[src/rtl/mem_access_unit_pkg.sv]
// rtl/mem_access_unit_pkg.sv - shared types and constants for the MEM-stage access unit
//
// Purpose : size encodings, FSM state enum and the latched request record
//           used by mem_access_unit and load_extend.
// Contents: MEM_BYTE/MEM_HALF/MEM_WORD, mau_state_t, mem_req_t,
//           mem_req_illegal() helper.
package mem_access_unit_pkg;

  localparam logic [1:0] MEM_BYTE = 2'b00;
  localparam logic [1:0] MEM_HALF = 2'b01;
  localparam logic [1:0] MEM_WORD = 2'b10;

  typedef enum logic [1:0] {
    IDLE,
    ACCESS,
    WAIT,
    RESP
  } mau_state_t;

  typedef struct packed {
    logic        read;
    logic        write;
    logic [1:0]  size;
    logic        sign;
    logic [31:0] addr;
    logic [31:0] wdata;
  } mem_req_t;

  // A request is illegal when it asks for both directions, uses the
  // reserved size code, or is misaligned for its access width.
  function automatic logic mem_req_illegal(
    input logic       read,
    input logic       write,
    input logic [1:0] size,
    input logic [1:0] offset
  );
    logic bad;
    bad = 1'b0;
    if (read && write)                          bad = 1'b1;
    if (size == 2'b11)                          bad = 1'b1;
    if ((size == MEM_HALF) && offset[0])        bad = 1'b1;
    if ((size == MEM_WORD) && (offset != 2'b00)) bad = 1'b1;
    return bad;
  endfunction

endpackage

[src/rtl/mem_access_unit_load_extend.sv]
// rtl/mem_access_unit_load_extend.sv - load data lane select and sign/zero extension
//
// Purpose : pick the addressed byte/half out of a RAM word and extend it
//           to 32 bits. Purely combinational.
// Ports   : word   in  32  raw RAM word
//           offset in  2   byte offset within the word
//           size   in  2   MEM_BYTE / MEM_HALF / MEM_WORD
//           sign   in  1   1 = sign-extend, 0 = zero-extend
//           value  out 32  extended result
module load_extend
  import mem_access_unit_pkg::*;
(
  input  logic [31:0] word,
  input  logic [1:0]  offset,
  input  logic [1:0]  size,
  input  logic        sign,
  output logic [31:0] value
);

  logic [7:0]  byte_sel;
  logic [15:0] half_sel;

  assign byte_sel = word[{offset, 3'b000} +: 8];
  assign half_sel = word[{offset[1], 4'b0000} +: 16];

  always_comb begin
    value = word;
    case (size)
      MEM_BYTE: value = {{24{sign & byte_sel[7]}}, byte_sel};
      MEM_HALF: value = {{16{sign & half_sel[15]}}, half_sel};
      default:  value = word;
    endcase
  end

endmodule

[src/rtl/mem_access_unit.sv]
// rtl/mem_access_unit.sv - MEM-stage load/store unit driving a word-wide synchronous RAM
//
// Purpose : accepts one load/store per handshake, drives the data RAM with
//           byte enables, returns aligned/extended load data and flags
//           illegal requests. One request outstanding at a time.
// Ports   : clk, reset (sync, active-high)
//           req_valid/req_ready, mem_read, mem_write, mem_size, mem_sign,
//           addr, wdata                          - request side
//           resp_valid/resp_ready, rdata, resp_err - response side
//           ram_en, ram_we, ram_addr, ram_wdata, ram_rdata - RAM side
module mem_access_unit
  import mem_access_unit_pkg::*;
#(
  parameter int RAM_LATENCY = 1,
  parameter int ADDR_W      = 10
) (
  input  logic              clk,
  input  logic              reset,
  input  logic              req_valid,
  output logic              req_ready,
  input  logic              mem_read,
  input  logic              mem_write,
  input  logic [1:0]        mem_size,
  input  logic              mem_sign,
  input  logic [31:0]       addr,
  input  logic [31:0]       wdata,
  output logic              resp_valid,
  input  logic              resp_ready,
  output logic [31:0]       rdata,
  output logic              resp_err,
  output logic              ram_en,
  output logic [3:0]        ram_we,
  output logic [ADDR_W-1:0] ram_addr,
  output logic [31:0]       ram_wdata,
  input  logic [31:0]       ram_rdata
);

  // Three bits cover the full 1..7 latency range.
  localparam int         CNT_W    = 3;
  localparam logic [2:0] CNT_INIT = CNT_W'(RAM_LATENCY - 1);

  mau_state_t  state;
  mau_state_t  state_next;
  mem_req_t    req;
  mem_req_t    req_in;
  logic [2:0]  cnt;
  logic [31:0] rdata_q;
  logic        err_q;
  logic        illegal;
  logic        noop;
  logic        ram_en_raw;
  logic [3:0]  ram_we_raw;
  logic [3:0]  store_mask;
  logic [31:0] load_value;
  logic        unused_addr_bits;

  assign req_in = '{
    read:  mem_read,
    write: mem_write,
    size:  mem_size,
    sign:  mem_sign,
    addr:  addr,
    wdata: wdata
  };

  assign illegal = mem_req_illegal(mem_read, mem_write, mem_size, addr[1:0]);
  assign noop    = !mem_read && !mem_write;

  // Address bits above the RAM word range are latched but never decoded.
  assign unused_addr_bits = ^req.addr[31:ADDR_W+2];

  // ---------------------------------------------------------------------
  // FSM: state register
  // ---------------------------------------------------------------------
  always_ff @(posedge clk) begin
    if (reset) begin
      state <= IDLE;
    end else begin
      state <= state_next;
    end
  end

  // ---------------------------------------------------------------------
  // FSM: next state and control outputs
  // ---------------------------------------------------------------------
  always_comb begin
    state_next = state;
    req_ready  = 1'b0;
    resp_valid = 1'b0;
    ram_en_raw = 1'b0;
    ram_we_raw = 4'b0000;
    case (state)
      IDLE: begin
        req_ready = 1'b1;
        if (req_valid) begin
          // Illegal and no-op requests skip the RAM entirely.
          state_next = (illegal || noop) ? RESP : ACCESS;
        end
      end
      ACCESS: begin
        ram_en_raw = 1'b1;
        if (req.write) begin
          ram_we_raw = store_mask;
          state_next = RESP;
        end else if (req.read) begin
          state_next = WAIT;
        end else begin
          state_next = RESP;
        end
      end
      WAIT: begin
        if (cnt == 3'd0) begin
          state_next = RESP;
        end
      end
      RESP: begin
        resp_valid = 1'b1;
        if (resp_ready) begin
          state_next = IDLE;
        end
      end
      default: state_next = IDLE;
    endcase
  end

  // ---------------------------------------------------------------------
  // Store lane enables and data replication
  // ---------------------------------------------------------------------
  always_comb begin
    store_mask = 4'b1111;
    case (req.size)
      MEM_BYTE: store_mask = 4'b0001 << req.addr[1:0];
      MEM_HALF: store_mask = 4'b0011 << {req.addr[1], 1'b0};
      default:  store_mask = 4'b1111;
    endcase
  end

  always_comb begin
    ram_wdata = req.wdata;
    case (req.size)
      MEM_BYTE: ram_wdata = {4{req.wdata[7:0]}};
      MEM_HALF: ram_wdata = {2{req.wdata[15:0]}};
      default:  ram_wdata = req.wdata;
    endcase
  end

  // Strobes are gated by reset directly so a write caught mid-ACCESS
  // never reaches the RAM.
  assign ram_en   = ram_en_raw & ~reset;
  assign ram_we   = reset ? 4'b0000 : ram_we_raw;
  assign ram_addr = req.addr[ADDR_W+1:2];

  // ---------------------------------------------------------------------
  // Load data path
  // ---------------------------------------------------------------------
  load_extend u_load_extend (
    .word   (ram_rdata),
    .offset (req.addr[1:0]),
    .size   (req.size),
    .sign   (req.sign),
    .value  (load_value)
  );

  // ---------------------------------------------------------------------
  // Request latch, latency counter, response registers
  // ---------------------------------------------------------------------
  always_ff @(posedge clk) begin
    if (reset) begin
      req     <= '0;
      cnt     <= 3'd0;
      rdata_q <= 32'd0;
      err_q   <= 1'b0;
    end else begin
      case (state)
        IDLE: begin
          if (req_valid) begin
            req     <= req_in;
            rdata_q <= 32'd0;
            err_q   <= illegal;
          end
        end
        ACCESS: begin
          cnt <= CNT_INIT;
        end
        WAIT: begin
          // cnt reaching zero marks the cycle ram_rdata is valid.
          if (cnt != 3'd0) begin
            cnt <= cnt - 3'd1;
          end else begin
            rdata_q <= load_value;
          end
        end
        RESP: begin
          if (resp_ready) begin
            rdata_q <= 32'd0;
            err_q   <= 1'b0;
          end
        end
        default: ;
      endcase
    end
  end

  assign rdata    = rdata_q;
  assign resp_err = err_q;

endmodule

[config.mk]
export PLATFORM = sky130hd
export DESIGN_NAME = mem_access_unit
export DESIGN_NICKNAME = d
export VERILOG_FILES = /design/src/rtl/mem_access_unit_pkg.sv /design/src/rtl/mem_access_unit_load_extend.sv /design/src/rtl/mem_access_unit.sv
export SDC_FILE = /design/constraint.sdc
export NUM_CORES = 1
export LEC_CHECK = 0
export CORE_UTILIZATION = 38
export DETAILED_ROUTE_END_ITERATION = 8
export GPL_TIMING_DRIVEN = 0
export PLACE_DENSITY_LB_ADDON = 0.2
export SLEW_MARGIN = 20
export SYNTH_ARGS = -nofsm -noshare
export SYNTH_HDL_FRONTEND = slang
export SYNTH_SLANG_ARGS = --single-unit
[constraint.sdc]
create_clock -name clk -period 1.7 [get_ports clk]
set_clock_uncertainty 0.05 [all_clocks]
set_input_delay 0.34 -clock clk [delete_from_list [all_inputs] [get_ports clk]]
set_output_delay 0.34 -clock clk [all_outputs]
set_load 0.02 [all_outputs]
# Yosys cells after proc, flatten, opt, wreduce, memory -nomap -nowiden
# Cells that the tools add are included.
# word_totals
ff_bits,87
in_bits,105
# classes
addsub,1
n_eq_ne,12
shift,4
n_mux,29
bitwise_logic,4
reduce_logical,20
# ops
op,n
$pmux 32 s2,2
$mux 32,3
$pmux 32 s3,1
$shiftx 32x6->16,1
$shiftx 32x6->8,1
$mux 4,3
$mux 1,11
$ne 2x2->1 const B,5
$eq 2x2->1 const B,4
$mux 2,4
$pmux 2 s4,1
$pmux 4 s2,1
$eq 2x1->1 const B,3
$pmux 3 s2,1
$reduce_and 3->1,2
$reduce_bool 2->1,3
$reduce_bool 3->1,2
$logic_and 1x1->1,4
$logic_not 2->1,2
$reduce_and 2->1,2
$reduce_and 4->1,1
$shl 1x2->4 const A,1
$shl 2x2->4 const A,1
$and 1x1->1,3
other kinds (7),8

# Depth between registers and ports, before layout
# Gate-level depths: netlist of the first run.
# logic_depth
depth_word,9
ltp_mapped,8

# By module
# A second synthesis of the first run with hierarchy kept.
# hier_totals
cells_unflattened,601
hier_area_um2,4723.3
# modules_own_cells
mod,n_inst,cells_per_inst,area_per_inst_um2,seq_area_each_um2
mem_access_unit,1,484,3998.8,1741.7
load_extend,1,117,724.4,0.0

# Worst setup path before layout of the first run
# Ideal clock, no wire load.
# synth_timing
path_kind,register -> output
start,register state[1]
end,output ram_we[2]
t_arrival_ns,1.691
setup_slack_ns,-0.381
stages_incl_launch_ff,7
cell_sequence,dfxtp_1 -> inv_1 -> ha_1 -> inv_1 -> nor2_1 -> nand2_1 -> a221oi_1
# synth_via
elab_chain_len,3
# synth_rtl
element,line,text
start: declaration,mem_access_unit.sv:42,mau_state_t state;
start signal: assignment,mem_access_unit.sv:79,state <= state_next;
$eq 2x1->1,mem_access_unit.sv:92,case (state)
$mux 4,mem_access_unit.sv:92,
$mux 4,mem_access_unit.sv:150,assign ram_we = reset ? 4'b0000 : ram_we_raw;
end: declaration,mem_access_unit.sv:32,"output logic [3:0] ram_we,"
# Every way passes these cells.

# Final worst setup path of the first run
# layout_timing
start,register req[65] (netlist name)
end,output ram_wdata[14]
# layout_via
elab_chain_len,2
elab_cells_between_ends,3
# layout_rtl
element,line,text
start: declaration,mem_access_unit.sv:44,mem_req_t req;
start signal: assignment,mem_access_unit.sv:177,req <= req_in;
$eq 2x1->1 / $logic_not 2->1 (equally long branches),mem_access_unit.sv:140,case (req.size)
$pmux 32 s2 *,mem_access_unit.sv:140,
end: declaration,mem_access_unit.sv:34,"output logic [31:0] ram_wdata,"
# Mark *: on every way between the ends. The rest lies on a longest branch, timed or not.

==> impl_summary.log, run 1 <==
[metrics] outcome: finished, violations left
[metrics] failing checks: setup timing
[metrics] commonest cells in the synthesized netlist: sky130_fd_sc_hd__nand2_1, sky130_fd_sc_hd__dfxtp_1, sky130_fd_sc_hd__a21oi_1, sky130_fd_sc_hd__nor2_1, sky130_fd_sc_hd__buf_4
[metrics] class of the tightest hold or removal check: input port to flop
[metrics] setup repair after global routing missed its margin: true
[metrics] library cell occupying the most area in the post-synthesis netlist: sky130_fd_sc_hd__dfxtp_1
[metrics] startpoint type of the worst setup path: flop
[metrics] number of flops mapped to enable cells by yosys: 0
[metrics] total number of H-tree levels: 3
[metrics] syn avg cell area: 8.36 um^2
[metrics] first-pass GRT wire length: 22700 um
[metrics] remaining design rule violation count: 0
[metrics] Area Overhead vs Synth: 72.7%
[metrics] library cell with the highest instance count after synthesis: sky130_fd_sc_hd__nand2_1
[metrics] clock network fraction of total power: 17.4%
[metrics] Post-synth ARST share: 0%
[metrics] TNS Setup: -7540 ps
[metrics] buffer and inverter count on the worst path: 2
[metrics] register share of total power: 32.4%
[metrics] launch instance of the worst min-delay path: ram_rdata[31]
[metrics] DIE WIDTH: 107 um
[metrics] Worst EP arrival: 1570 ps
[metrics] combined area of all synthesized cells: 4180 um^2
[metrics] Die Y-Extent: 107 um
[metrics] buffers added on ports: 166
[metrics] endpoints failing setup: 52
[metrics] leakage power: 0.00321 uW
[metrics] initial cell density of the core: 39.8%
[metrics] count of nets left with antenna violations after detail routing: 0
[metrics] Clk Tree Root Cell: sky130_fd_sc_hd__clkbuf_8
[metrics] routed length per placed instance: 18.1 um
[metrics] DIE AREA: 11400 um^2
[metrics] number of warning messages in the yosys log: 0
[metrics] cell-by-cell trace of the critical path: nor2_4 > buf_6 > mux2_4 > buf_6
[metrics] total of hold buffers inserted after clock tree synthesis: 0
[metrics] Max Clock Freq: 509 MHz
[metrics] number of buffers created by CTS: 9
[metrics] Peak VDD IR: 0.528 mV
[metrics] smallest setup slack after layout: -264 ps
[metrics] Antenna diodes: 0
[metrics] gate count of the mapped netlist: 500
[metrics] Switch Pwr: 3220 uW
[metrics] R2R Setup Slk: -160 ps
[metrics] antenna violations before repair: 0
[metrics] top_reg_cell synth: sky130_fd_sc_hd__dfxtp_1
[metrics] post-layout minimum cycle time: 1960 ps
[metrics] most frequent cell on the critical path: sky130_fd_sc_hd__buf_6
[metrics] via count: 4498
[metrics] area post-placement: 6130 um^2
[metrics] fraction of synthesized cell area taken by the top area cell type: 41.7%
[metrics] instance count along the most critical hold path: 2
[metrics] clock latency on the worst-skew pair: 360 ps
[metrics] category of the most critical setup path: flop to primary output
[metrics] cell area after layout: 7220 um^2
[metrics] Critical R2R Launch: state[1]
[metrics] post-layout total power: 8140 uW
[metrics] total wire length: 15400 um
[metrics] final HPWL from detailed placement: 10100 um
[metrics] core outline area: 10500 um^2
[metrics] period utilization: 116%
[metrics] final slew viol count: 0
[metrics] maximum net fanout on the critical path: 6
[metrics] number of cells traversed by the worst register-to-register path: 8
[metrics] distinct cell type count after synthesis: 48
[metrics] number of placement rows: 37
[metrics] critical path capture point type: primary output
[metrics] remaining max-slew budget at the tightest pin: 62.2%
[metrics] net total in the final layout: 819
[metrics] relative contribution of combinational cells to total power: 50.2%
[metrics] r2r endpoint: rdata[22]
[metrics] GRT Util Overall: 25.5%
[metrics] first-pass detailed-route iteration total: 4
[metrics] proportion of synthesized chip area in sequential cells: 41.7%
[metrics] cell-internal power: 4920 uW
[metrics] first-iteration detailed-routing DRC count: 198
[metrics] Worst Hold Margin: 395 ps
[metrics] number of global-route vias before repair: 4557
[metrics] final hold violations: 0
[metrics] number of synthesized register bits: 87
[metrics] pre-CTS WS: -835 ps
[metrics] CP delay by family, top: flip-flops
[metrics] DR vias/cell: 5.30
[metrics] Max Buffers Root-to-Sink: 2
[metrics] clk sink count: 87
[metrics] TritonCTS clock tree: yes
[metrics] ports placed on the boundary: 187
[metrics] Critical Path Slowest Stage Cell: sky130_fd_sc_hd__dfxtp_4
[metrics] worst stage delay on the critical path: 400 ps
[metrics] clock input transition at the sequential cells of the worst setup and hold paths: 90 ps
[metrics] required time at the worst-slack endpoint: 1310 ps
[metrics] Cell Pwr Density: 1130 nW/um^2
[metrics] fill cell total of the finished layout: 809
[metrics] overall overflow remaining after global route: 0
[metrics] Worst-Margin Slew: 567 ps
[metrics] largest net degree at the start of global routing: 16
[metrics] biggest area contributors in the synthesized netlist: sky130_fd_sc_hd__dfxtp_1, sky130_fd_sc_hd__nand2_1, sky130_fd_sc_hd__a21oi_1
[metrics] Hold Path End: rdata[31]
[metrics] share of layout cells above drive strength 1: 31.6%
[metrics] Net Sw Frac: 39.6%
[metrics] routability-driven placement congestion ratio: 0.851
[metrics] max-cap viol count: 0
[metrics] Mapped Nets: 612
-- what timing repair did --
action,CTS,global route
setup endpoints to repair,152,118
gates resized for setup,324,89
endpoints found under the hold margin,0,0
gates cloned,2,2
setup buffers,17,15
pin swaps,7,20
-- flip-flops by register name (all words and copies together), names as in the netlist --
name,cells
req,39
resp_err,1
ram_addr,10
cnt,3
rdata,32
state,2
-- metal layers --
| layer | vias to the layer above | global-route usage (%) | wire (um) |
|---|---|---|---|
| li1 | 2138 | - | - |
| met1 | 2115 | 30.2 | 6150 |
| met2 | 210 | 43.7 | 7710 |
| met3 | 35 | 5.17 | 1110 |
| met4 | 0 | 12.7 | 401 |
| met5 | - | 0 | 0 |
-- power by group through the flow --
stage / clock network (uW) / registers [uW] / logic [uW]
after floorplan: 0 / 2630 / 1870
after global placement: 0 / 2590 / 3140
after detailed placement: 0 / 2610 / 3180
after CTS: 1420 / 2590 / 3660
after global routing: 1520 / 2670 / 4320
final: 1420 / 2640 / 4090
-- cells in the final DEF, fill, tap and decap left out, types with 16 or more instances in the layout --
| cell type | n |
|---|---|
| sky130_fd_sc_hd__buf_4 | 44 |
| sky130_fd_sc_hd__clkdlybuf4s50_1 | 80 |
| sky130_fd_sc_hd__buf_6 | 41 |
| sky130_fd_sc_hd__dfxtp_1 | 74 |
| sky130_fd_sc_hd__dlygate4sd2_1 | 46 |
| sky130_fd_sc_hd__a21oi_1 | 57 |
| sky130_fd_sc_hd__mux2_4 | 17 |
| sky130_fd_sc_hd__nor2_1 | 24 |
| sky130_fd_sc_hd__nand2_1 | 123 |
| sky130_fd_sc_hd__a221o_1 | 16 |
-- cell type report --
cell class | count | area, um^2 | area share, %
tap | 136 | 170 | 2.36
inverter | 10 | 42.5 | 0.589
clock buffer | 11 | 151 | 2.10
multi-input combinational | 350 | 2620 | 36.3
clock inverter | 5 | 41.3 | 0.572
timing repair buffer | 200 | 2000 | 27.7
buffer | 49 | 425 | 5.89
sequential | 87 | 1770 | 24.5
-- cells by family (layout without fill, tap and decap cells) --
logic type	count (synthesis)	count (layout)	synth area share, %
fa+ha+maj	7	7	2.10
simple gates	180	180	18.2
flops	87	87	41.7
buf+inv	63	275	7.87
mux	28	28	7.72
xor+xnor	1	1	0.210
compound gates	134	134	22.2
-- worst max path at each step --
| stage | cells past startpoint | from | end | slack, ps |
|---|---|---|---|---|
| floorplan | 7 | state[1] | rdata[22] | -60 |
| global placement | 5 | reset | ram_we[2] | -820 |
| detailed placement | 5 | reset | ram_we[2] | -830 |
| CTS | 7 | state[1] | ram_we[2] | -260 |
| global route | 7 | state[1] | ram_we[2] | -340 |
| finish | 4 | req[65] | ram_wdata[14] | -260 |
-- per-stage QoR --
stage / utilization [%] / cells
after global routing: 68.7 / 848
after global placement: 58.4 / 802
after floorplan: - / 500
after detailed placement: 58.4 / 802
after CTS: 64.7 / 836
final: 68.7 / 848
Power figures use the tool's default switching activity.
==> run 2, diff against run 1 <==
Settings changed: ABC_AREA set to 1, CORE_UTILIZATION 38 to 39, CTS_CLUSTER_SIZE set to 30.
==> impl_summary.log, run 2 <==
[metrics] post-layout total power: 12700 uW
[metrics] number of cells traversed by the worst register-to-register path: 12
[metrics] DIE AREA: 11700 um^2
[metrics] remaining max-slew budget at the tightest pin: 60.9%
[metrics] Mapped Nets: 740
[metrics] relative contribution of combinational cells to total power: 58.0%
[metrics] biggest area contributors in the synthesized netlist: sky130_fd_sc_hd__dfxtp_1, sky130_fd_sc_hd__nor2_1, sky130_fd_sc_hd__nand2_1
[metrics] cell-by-cell trace of the critical path: inv_2 > ha_4 > inv_6 > nor3_4 > o21ai_2 > a21oi_2 > buf_6
[metrics] final HPWL from detailed placement: 11100 um
[metrics] core outline area: 10900 um^2
[metrics] top_reg_cell synth: sky130_fd_sc_hd__dfxtp_1
[metrics] Max Buffers Root-to-Sink: 2
[metrics] GRT Util Overall: 25.7%
[metrics] DR vias/cell: 5.19
[metrics] largest register by flop count: req
[metrics] most used cells in the layout excluding fill and tap cells: sky130_fd_sc_hd__nor2_1, sky130_fd_sc_hd__nand2_1, sky130_fd_sc_hd__clkdlybuf4s50_1, sky130_fd_sc_hd__dfxtp_1, sky130_fd_sc_hd__o21ai_0
[metrics] Peak VDD IR: 0.922 mV
[metrics] final cell count without fillers: 995
[metrics] Cell Pwr Density: 1630 nW/um^2
[metrics] via count: 5166
[metrics] Hold Path End: cnt[0]
[metrics] area post-placement: 6250 um^2
[metrics] commonest cells in the synthesized netlist: sky130_fd_sc_hd__nor2_1, sky130_fd_sc_hd__nand2_1, sky130_fd_sc_hd__dfxtp_1, sky130_fd_sc_hd__o21ai_0, sky130_fd_sc_hd__a21oi_1
[metrics] antenna violations before repair: 0
[metrics] fraction of synthesized cell area taken by the top area cell type: 39.5%
[metrics] total of hold buffers inserted after clock tree synthesis: 0
[metrics] launch instance of the worst min-delay path: cnt[0]
[metrics] number of warning messages in the yosys log: 0
[metrics] instance count along the most critical hold path: 1
[metrics] Clk Tree Root Cell: sky130_fd_sc_hd__clkbuf_16
[metrics] Antenna diodes: 0
[metrics] startpoint type of the worst setup path: flop
[metrics] number of flops mapped to enable cells by yosys: 0
[metrics] share of layout cells above drive strength 1: 34.0%
[metrics] required time at the worst-slack endpoint: 1310 ps
[metrics] max-cap viol count: 0
[metrics] gate count of the mapped netlist: 628
[metrics] R2R Setup Slk: -200 ps
[metrics] Critical R2R Launch: state[1]
[metrics] net total in the final layout: 962
[metrics] clock input transition at the sequential cells of the worst setup and hold paths: 70 ps
[metrics] total wire length: 16400 um
[metrics] remaining design rule violation count: 0
[metrics] initial cell density of the core: 40.3%
[metrics] setup repair after global routing missed its margin: true
[metrics] Net Sw Frac: 41.1%
[metrics] Area Overhead vs Synth: 77.8%
[metrics] cell-internal power: 7500 uW
[metrics] critical path capture point type: primary output
[metrics] clock latency on the worst-skew pair: 340 ps
[metrics] Switch Pwr: 5230 uW
[metrics] post-layout minimum cycle time: 1930 ps
[metrics] final slew viol count: 0
[metrics] outcome: finished, violations left
[metrics] TritonCTS clock tree: yes
[metrics] Post-synth ARST share: 0%
[metrics] buffers added on ports: 166
[metrics] distinct cell type count after synthesis: 30
[metrics] final hold violations: 0
[metrics] clk sink count: 87
[metrics] cell area after layout: 7830 um^2
[metrics] clock network fraction of total power: 18.4%
[metrics] number of buffers created by CTS: 9
[metrics] failing checks: setup timing
[metrics] first-pass GRT wire length: 23000 um
[metrics] library cell with the highest instance count after synthesis: sky130_fd_sc_hd__nor2_1
[metrics] routed length per placed instance: 16.5 um
[metrics] maximum net fanout on the critical path: 2
[metrics] smallest setup slack after layout: -226 ps
[metrics] number of flip-flops under the largest register name: 39
[metrics] proportion of synthesized chip area in sequential cells: 39.5%
[metrics] ports placed on the boundary: 187
[metrics] commonest non-fill, non-tap cell in the layout: sky130_fd_sc_hd__nor2_1
[metrics] number of synthesized register bits: 87
[metrics] leakage power: 0.00364 uW
[metrics] endpoints failing setup: 56
[metrics] TNS Setup: -6290 ps
[metrics] first-iteration detailed-routing DRC count: 280
[metrics] Die Y-Extent: 108 um
[metrics] library cell occupying the most area in the post-synthesis netlist: sky130_fd_sc_hd__dfxtp_1
[metrics] period utilization: 113%
[metrics] DIE WIDTH: 108 um
[metrics] first-pass detailed-route iteration total: 5
[metrics] Worst-Margin Slew: 587 ps
[metrics] Critical Path Slowest Stage Cell: sky130_fd_sc_hd__dfxtp_2
[metrics] number of cells in the design after placement: 934
[metrics] count of nets left with antenna violations after detail routing: 0
[metrics] r2r endpoint: rdata[24]
[metrics] largest net degree at the start of global routing: 16
[metrics] number of placement rows: 38
[metrics] class of the tightest hold or removal check: flop to flop
[metrics] syn avg cell area: 7.01 um^2
[metrics] Core Util, Final: 71.6%
[metrics] register share of total power: 23.6%
[metrics] worst stage delay on the critical path: 340 ps
[metrics] combined area of all synthesized cells: 4400 um^2
[metrics] category of the most critical setup path: flop to primary output
[metrics] Max Clock Freq: 519 MHz
[metrics] Worst EP arrival: 1540 ps
[metrics] total number of H-tree levels: 3
[metrics] routability-driven placement congestion ratio: 0.839
[metrics] number of global-route vias before repair: 4629
[metrics] overall overflow remaining after global route: 0
-- run 2: changes by cell type in the layout (fill, tap and decap cells not counted), moves of 17 or more --
cell                            before  now
sky130_fd_sc_hd__dlygate4sd2_1      46   20
sky130_fd_sc_hd__o21ai_0             4   56
sky130_fd_sc_hd__nor2_4              3   20
sky130_fd_sc_hd__nand2_1           123   92
sky130_fd_sc_hd__mux2_4             17    0
sky130_fd_sc_hd__a21oi_2             1   21
sky130_fd_sc_hd__nor2_1             24   95
sky130_fd_sc_hd__nor2_2              1   18
sky130_fd_sc_hd__a21oi_1            57   31
sky130_fd_sc_hd__nand2_2             2   28
-- run 2: area by class of cell --
type / count / area (um^2)
Fill cell: 823 / 3110
Multi-Input combinational cell: 453 / 2720
Timing Repair Buffer: 213 / 2240
Sequential cell: 87 / 1760
Buffer: 51 / 422
Clock buffer: 10 / 239
Tap cell: 140 / 175
Inverter: 35 / 159
Clock inverter: 6 / 115
-- run 2: kinds of logic after synthesis --
kind of cell	synth area share, %
DFF	39.5
buffers and inverters	10.3
and+or+nand+nor	28.0
adders and majority gates	1.99
AOI/OAI and AO/OA	20.2
-- run 2: critical path: cells and delay by family (launching register included) --
| family | cells | cell delay, ps |
|---|---|---|
| DFF | 1 | 340 |
| AOI/OAI and AO/OA | 2 | 290 |
| buffers and inverters | 3 | 260 |
| adders and majority gates | 1 | 150 |
| and+or+nand+nor | 1 | 150 |
-- run 2: worst max path at each step --
stage | start | to | slack [ps]
floorplan | state[1] | ram_we[0] | 9
global placement | reset | ram_we[1] | -880
detailed placement | reset | ram_en | -870
CTS | state[1] | ram_we[2] | -230
global route | state[1] | rdata[18] | -280
finish | state[1] | ram_we[2] | -230
-- run 2: through the flow --
step | setup WS [ps] | hold slack, ps
5_1_grt | -285 | 409
3_3_place_gp | -876 | 397
6_report | -226 | 406
4_1_cts | -234 | 411
3_5_place_dp | -869 | 405
2_1_floorplan | 9.22 | 376
-- run 2: metal layers --
layer,up-vias,global-route usage [%],part of all wire [%]
li1,2477,-,-
met1,2410,32.5,41
met2,230,43.4,49
met3,49,4.70,6.3
met4,0,9.75,3.0
met5,-,0,0
-- run 2: timing repair --
item                       in CTS  in global routing
cloned                          3                  5
buffers inserted               28                 11
setup endpoints to repair     129                121
pin swaps                      13                 27
resized for setup             310                180
-- run 2: power groups by stage --
stage,clock network [uW],logic (uW),registers [uW]
floorplan,0,3000,3020
global placement,0,4970,2900
detailed placement,0,5070,2920
CTS,2370,6070,2920
global route,2470,7830,3050
finish,2340,7380,3000
